<file path="config.mk">
export PLATFORM = sky130hd
export DESIGN_NAME = serial_subtractor_flat
export DESIGN_NICKNAME = d
export VERILOG_FILES = /design/src/rtl/serial_subtractor_if.sv /design/src/rtl/serial_subtractor.sv /design/src/flat_wrapper.sv
export SDC_FILE = /design/constraint.sdc
export NUM_CORES = 1
export LEC_CHECK = 0
export CELL_PAD_IN_SITES_DETAIL_PLACEMENT = 1
export CELL_PAD_IN_SITES_GLOBAL_PLACEMENT = 1
export CORE_MARGIN = 2
export CORE_UTILIZATION = 39
export DETAILED_ROUTE_END_ITERATION = 8
export PLACE_DENSITY = 0.87
export SETUP_SLACK_MARGIN = 0.4
export SLEW_MARGIN = 20
export SYNTH_ARGS = -nofsm -noshare
export SYNTH_HDL_FRONTEND = slang
export SYNTH_SLANG_ARGS = --single-unit
</file>
<file path="constraint.sdc">
create_clock -name clk -period 1.6 [get_ports clk]
set_clock_uncertainty 0.05 [all_clocks]
set_input_delay 0.16 -clock clk [delete_from_list [all_inputs] [get_ports clk]]
set_output_delay 0.16 -clock clk [all_outputs]
set_load 0.03 [all_outputs]
</file>
<file path="src/rtl/serial_subtractor_if.sv">
// Operand/result bundle for the bit-serial subtractor.
// Latency: none, wires only.
// Backpressure: none; start is sampled only while the subtractor is not busy.
interface serial_subtractor_if #(
    parameter int WIDTH = 8
);
    logic             start;
    logic [WIDTH-1:0] a;
    logic [WIDTH-1:0] b;
    logic             busy;
    logic             done;
    logic [WIDTH-1:0] diff;
    logic             borrow;
    logic             zero;

    modport master (
        output start, a, b,
        input  busy, done, diff, borrow, zero
    );

    modport slave (
        input  start, a, b,
        output busy, done, diff, borrow, zero
    );
endinterface

</file>
<file path="src/rtl/serial_subtractor.sv">
// Bit-serial unsigned a-b, LSB first, single borrow flop; diff/borrow/zero held until next result.
// Latency: WIDTH+1 cycles from accepted start to done; one result per WIDTH+1 cycles.
// Backpressure: start ignored while busy; a start in the done cycle chains with no idle gap.
module serial_subtractor #(
    parameter int WIDTH = 8
) (
    input  logic                clk,
    input  logic                rst_n,
    serial_subtractor_if.slave  bus
);
    localparam int CW = (WIDTH > 1) ? $clog2(WIDTH) : 1;
    localparam logic [CW-1:0] LAST = CW'(WIDTH - 1);

    typedef enum logic [1:0] {
        IDLE  = 2'd0,
        SHIFT = 2'd1,
        DONE  = 2'd2
    } state_t;

    state_t           state_q, state_d;
    logic [WIDTH-1:0] a_sh_q, a_sh_d;
    logic [WIDTH-1:0] b_sh_q, b_sh_d;
    logic [WIDTH-1:0] r_sh_q, r_sh_d;
    logic [CW-1:0]    cnt_q, cnt_d;
    logic             br_q, br_d;
    logic [WIDTH-1:0] diff_q, diff_d;
    logic             borrow_q, borrow_d;
    logic             zero_q, zero_d;

    logic             a0, b0, d_bit, br_next;
    logic [WIDTH-1:0] r_shifted;

    // Full-subtractor cell on the current LSB pair.
    assign a0        = a_sh_q[0];
    assign b0        = b_sh_q[0];
    assign d_bit     = a0 ^ b0 ^ br_q;
    assign br_next   = (~a0 & b0) | (~(a0 ^ b0) & br_q);
    assign r_shifted = {d_bit, r_sh_q[WIDTH-1:1]};

    always_comb begin
        state_d  = state_q;
        a_sh_d   = a_sh_q;
        b_sh_d   = b_sh_q;
        r_sh_d   = r_sh_q;
        cnt_d    = cnt_q;
        br_d     = br_q;
        diff_d   = diff_q;
        borrow_d = borrow_q;
        zero_d   = zero_q;

        case (state_q)
            IDLE, DONE: begin
                state_d = IDLE;
                if (bus.start) begin
                    a_sh_d  = bus.a;
                    b_sh_d  = bus.b;
                    br_d    = 1'b0;
                    cnt_d   = '0;
                    state_d = SHIFT;
                end
            end
            SHIFT: begin
                a_sh_d = a_sh_q >> 1;
                b_sh_d = b_sh_q >> 1;
                r_sh_d = r_shifted;
                br_d   = br_next;
                cnt_d  = cnt_q + CW'(1);
                // Result registers load from the final bit on the same edge that enters DONE.
                if (cnt_q == LAST) begin
                    state_d  = DONE;
                    diff_d   = r_shifted;
                    borrow_d = br_next;
                    zero_d   = (r_shifted == '0);
                end
            end
            default: state_d = IDLE;
        endcase
    end

    always_ff @(posedge clk or negedge rst_n) begin
        if (!rst_n) begin
            state_q  <= IDLE;
            a_sh_q   <= '0;
            b_sh_q   <= '0;
            r_sh_q   <= '0;
            cnt_q    <= '0;
            br_q     <= 1'b0;
            diff_q   <= '0;
            borrow_q <= 1'b0;
            zero_q   <= 1'b0;
        end else begin
            state_q  <= state_d;
            a_sh_q   <= a_sh_d;
            b_sh_q   <= b_sh_d;
            r_sh_q   <= r_sh_d;
            cnt_q    <= cnt_d;
            br_q     <= br_d;
            diff_q   <= diff_d;
            borrow_q <= borrow_d;
            zero_q   <= zero_d;
        end
    end

    assign bus.busy   = (state_q == SHIFT);
    assign bus.done   = (state_q == DONE);
    assign bus.diff   = diff_q;
    assign bus.borrow = borrow_q;
    assign bus.zero   = zero_q;
endmodule

</file>
<file path="src/flat_wrapper.sv">
// flat-port wrapper written by rule: the top's interface ports become plain ports
module serial_subtractor_flat 
#(
    parameter int WIDTH = 8
)
  (clk, rst_n, bus_start, bus_a, bus_b, bus_busy, bus_done, bus_diff, bus_borrow, bus_zero);
  serial_subtractor_if #(.WIDTH(WIDTH)) bus_i ();
  input  logic clk;
  input  logic rst_n;
  input wire logic [$bits(bus_i.start)-1:0] bus_start;
  input wire logic [$bits(bus_i.a)-1:0] bus_a;
  input wire logic [$bits(bus_i.b)-1:0] bus_b;
  output wire logic [$bits(bus_i.busy)-1:0] bus_busy;
  output wire logic [$bits(bus_i.done)-1:0] bus_done;
  output wire logic [$bits(bus_i.diff)-1:0] bus_diff;
  output wire logic [$bits(bus_i.borrow)-1:0] bus_borrow;
  output wire logic [$bits(bus_i.zero)-1:0] bus_zero;
  assign bus_i.start = bus_start;
  assign bus_i.a = bus_a;
  assign bus_i.b = bus_b;
  assign bus_busy = bus_i.busy;
  assign bus_done = bus_i.done;
  assign bus_diff = bus_i.diff;
  assign bus_borrow = bus_i.borrow;
  assign bus_zero = bus_i.zero;
  serial_subtractor #(.WIDTH(WIDTH)) u_core (.clk(clk), .rst_n(rst_n), .bus(bus_i));
endmodule
</file>
==> impl_results.md <==
- Leakage: between 1 and 1.5 nW
- Hold WC Path Type: input port to asynchronous set/reset pin
- Gr ovfl total: 0
- Via count: about 1,400
- H-tree Lvls: 2
- #FFs+latches synth: 39
- Number of global-route vias before repair: 1,568
- Row count: 23
- DRT iter0 DRCs: 54
- Slew Limit Fails: 0
- RSZ-0062 raised after global routing: true
- Die extent in y: about 69 µm
- CP Data Required Time: ~1700 ps
- Layout Nets: around 240
- Die footprint: between 0.004 and 0.005 mm²
- DR DRC count: 0
- Chip width: 69.5 µm
- Status: finished, final reports clean
- Latest clock arrival within the worst-skew pair: about 290 ps
- Routability Congestion: ~0.74
- Largest net degree at the start of global routing: 40
- Power Dens Cells: around 2200 mW/mm²
- Max-cap violations: 0
- Dpl hpwl: 2910 µm
- First-pass GRT wire length: 7650 µm
- CP Class: flip-flop to flip-flop
- WP data arrival: 1620 ps
- Maximum vdd drop: a little under 1000 µV
- Warnings from Yosys: 0
- Initial core utilization: 41.2%
- Via/cell ratio: roughly 5.4
- Tcrit/Tclk final: between 90% and 100%
- Final hold violations: 0
- Clock Pin Slew Worst Setup and Hold Paths: about 80 ps
- Worst setup EP type: flip-flop
- Worst Tran Pin Value: about 500 ps
- Total CTS buffers: 5
- Rel. slew slack: roughly 67%
- Final min period: 1490 ps
- Yosys cell types: 22
- Longest Clk Path Bufs: 2
- Hold slack: approximately 310 ps
- Synth Net Count: 184
- I/O Buffers: 30
- Setup violators final: 0
- Routed wire length: between 5000 and 6000 µm
- CTS tree: yes
- Drt first pass iters: 4
- Crit path launch type: flip-flop
- Critical R2R Launch: u_core.cnt_q[1]
- Clock tree sinks: 39
- N_diodes: 0
- Mapped Area: 0.00167 mm²
- Crit Path Max Fanout: 6
- Syn_area_per_cell: 10.3 µm²
- ANT nets after route: 0
- Max Clock Freq: around 670 MHz
- Register area share after synthesis: 58.4%
- Setup WS post-layout: approximately 110 ps
- Syn Inst Count: approximately 160
- All-layer global routing usage: between 20% and 30%
- Area growth from synthesis to layout: 59.4%
- CP startpoint: u_core.cnt_q[1]
- Core box area: ~0.004 mm²
- Number of antenna violations at the first check in global routing: 0
- Fill count: slightly above 400
- Layout cells sized above 1: a little over two fifths
- Dpl ws: about 68 ps
- Num ports: 31
- Setup_tns: 0 ps
- CTS root buffer: clkbuf_8
- Drt wl/cell: 22.0 µm
-- registers in the layout (all words and copies together), names as in the netlist --
| signal | count |
|---|---|
| u_core.bus.borrow | 1 |
| u_core.a_sh_q | 8 |
| u_core.state_q | 2 |
| u_core.r_sh_q | 7 |
| u_core.br_q | 1 |
| u_core.b_sh_q | 8 |
| u_core.bus.diff | 8 |
| u_core.bus.zero | 1 |
| u_core.cnt_q | 3 |
-- placed cells by master (no fill, tap or decap), types with 2 or more instances in the layout --
master	n
buf_2	8
clkdlybuf4s50_1	17
a22o_1	4
nand2_2	10
nand2_1	27
nand2b_4	2
buf_12	5
inv_1	2
clkbuf_16	2
clkbuf_1	2
nor2_1	14
mux2_4	7
o21ai_1	3
nand2_4	15
clkdlybuf4s15_2	3
dfrtp_1	39
clkbuf_8	5
a31oi_4	6
buf_6	9
nor2b_4	2
a31oi_1	8
nand3b_4	2
buf_4	7
-- through the flow --
| step | power (mW) | cell area, µm² | util (%) | cells |
|---|---|---|---|---|
| 2_1_floorplan | 3.14 | 1700 | - | 162 |
| 3_3_place_gp | 3.73 | 2080 | 51.2 | 239 |
| 3_5_place_dp | 3.94 | 2080 | 51.2 | 239 |
| 4_1_cts | 4.84 | 2350 | 58.0 | 259 |
| 5_1_grt | 6.12 | 2660 | 65.6 | 264 |
| 6_report | 5.80 | 2660 | 65.6 | 264 |
-- critical path, cell delays in order (launching register included) --
cell and delay [ps]:
dfrtp_1 410, ha_2 210, ha_4 200, nand3b_4 150
mux2_2 350
-- metal layers --
metal	up-vias	track usage [%]	routed length (µm)	part of all wire [%]
met5	-	0	0	0
met4	0	8.06	149	2.6
met3	13	5.09	223	3.8
met2	46	38.8	3270	56
met1	732	21.7	2160	37
li1	644	-	-	-
-- cells in the mapped netlist --
cell       instances  area (µm²)
a31oi_1           14        87.6
nand2b_1           2        12.5
ha_1               2        25.0
nor2_2             1        6.26
buf_4              3        22.5
clkbuf_1           2        7.51
nor2_1            14        52.6
mux2_2             3        33.8
nand2_1           52         195
buf_6              2        22.5
buf_2              3        15.0
mux2_4             5        75.1
dfrtp_1           39         976
o21ai_0            4        20.0
inv_1              4        15.0
nand3_1            1        5.00
a22o_1             4        35.0
fa_1               1        20.0
nor4_1             2        12.5
nor2b_1            2        12.5
nand3b_2           1        11.3
o2bb2ai_1          1        8.76
-- final timing paths --
check | endpoint | slack, ps | cells past startpoint
worst max-delay path | u_core.bus.diff[7] | 110 | 4
worst min-delay path | u_core.bus.diff[1] | 310 | 2
worst min register to register | u_core.bus.zero | 440 | 2
max in group asynchronous | u_core.a_sh_q[4] | 710 | 3
worst max register to register | u_core.bus.diff[7] | 110 | 4
min in group clk | u_core.b_sh_q[5] | 400 | 3
-- logic make-up (layout without fill, tap and decap cells) --
| family | Yosys count | after routing | share of synthesized area (%) |
|---|---|---|---|
| AO/OA/AOI/OAI | 23 | 23 | 9.06 |
| buffers and inverters | 14 | 65 | 4.94 |
| flip-flops | 39 | 39 | 58.4 |
| multiplexers | 8 | 8 | 6.51 |
| adder cells (fa/ha/maj) | 3 | 3 | 2.69 |
| AND/OR/NAND/NOR | 75 | 76 | 18.4 |
-- report_power, final --
group          switching [mW]  total (mW)  internal (mW)
clock                   0.358       0.664          0.307
sequential              0.455        1.92           1.46
combinational            1.72        3.22           1.50
-- repair_timing --
| action | 4_1_cts | 5_1_grt |
|---|---|---|
| buffers inserted | 9 | 3 |
| gates resized for setup | 62 | 78 |
| hold endpoints to repair | 19 | 0 |
| hold buffers | 1 | 0 |
| pin swaps | 22 | 24 |
| gates cloned | 2 | 2 |
| setup endpoints to repair | 43 | 47 |
-- cell type report --
class / instances / area, µm² / share of cell area [%]
Clock buffer: 7 / 76.3 / 2.87
Multi-Input combinational cell: 110 / 941 / 35.3
Clock inverter: 1 / 5.00 / 0.188
Timing Repair Buffer: 53 / 586 / 22.0
Sequential cell: 39 / 976 / 36.6
Inverter: 4 / 17.5 / 0.658
Tap cell: 50 / 62.6 / 2.35
Note: power is estimated with default switching activity, not from simulation.
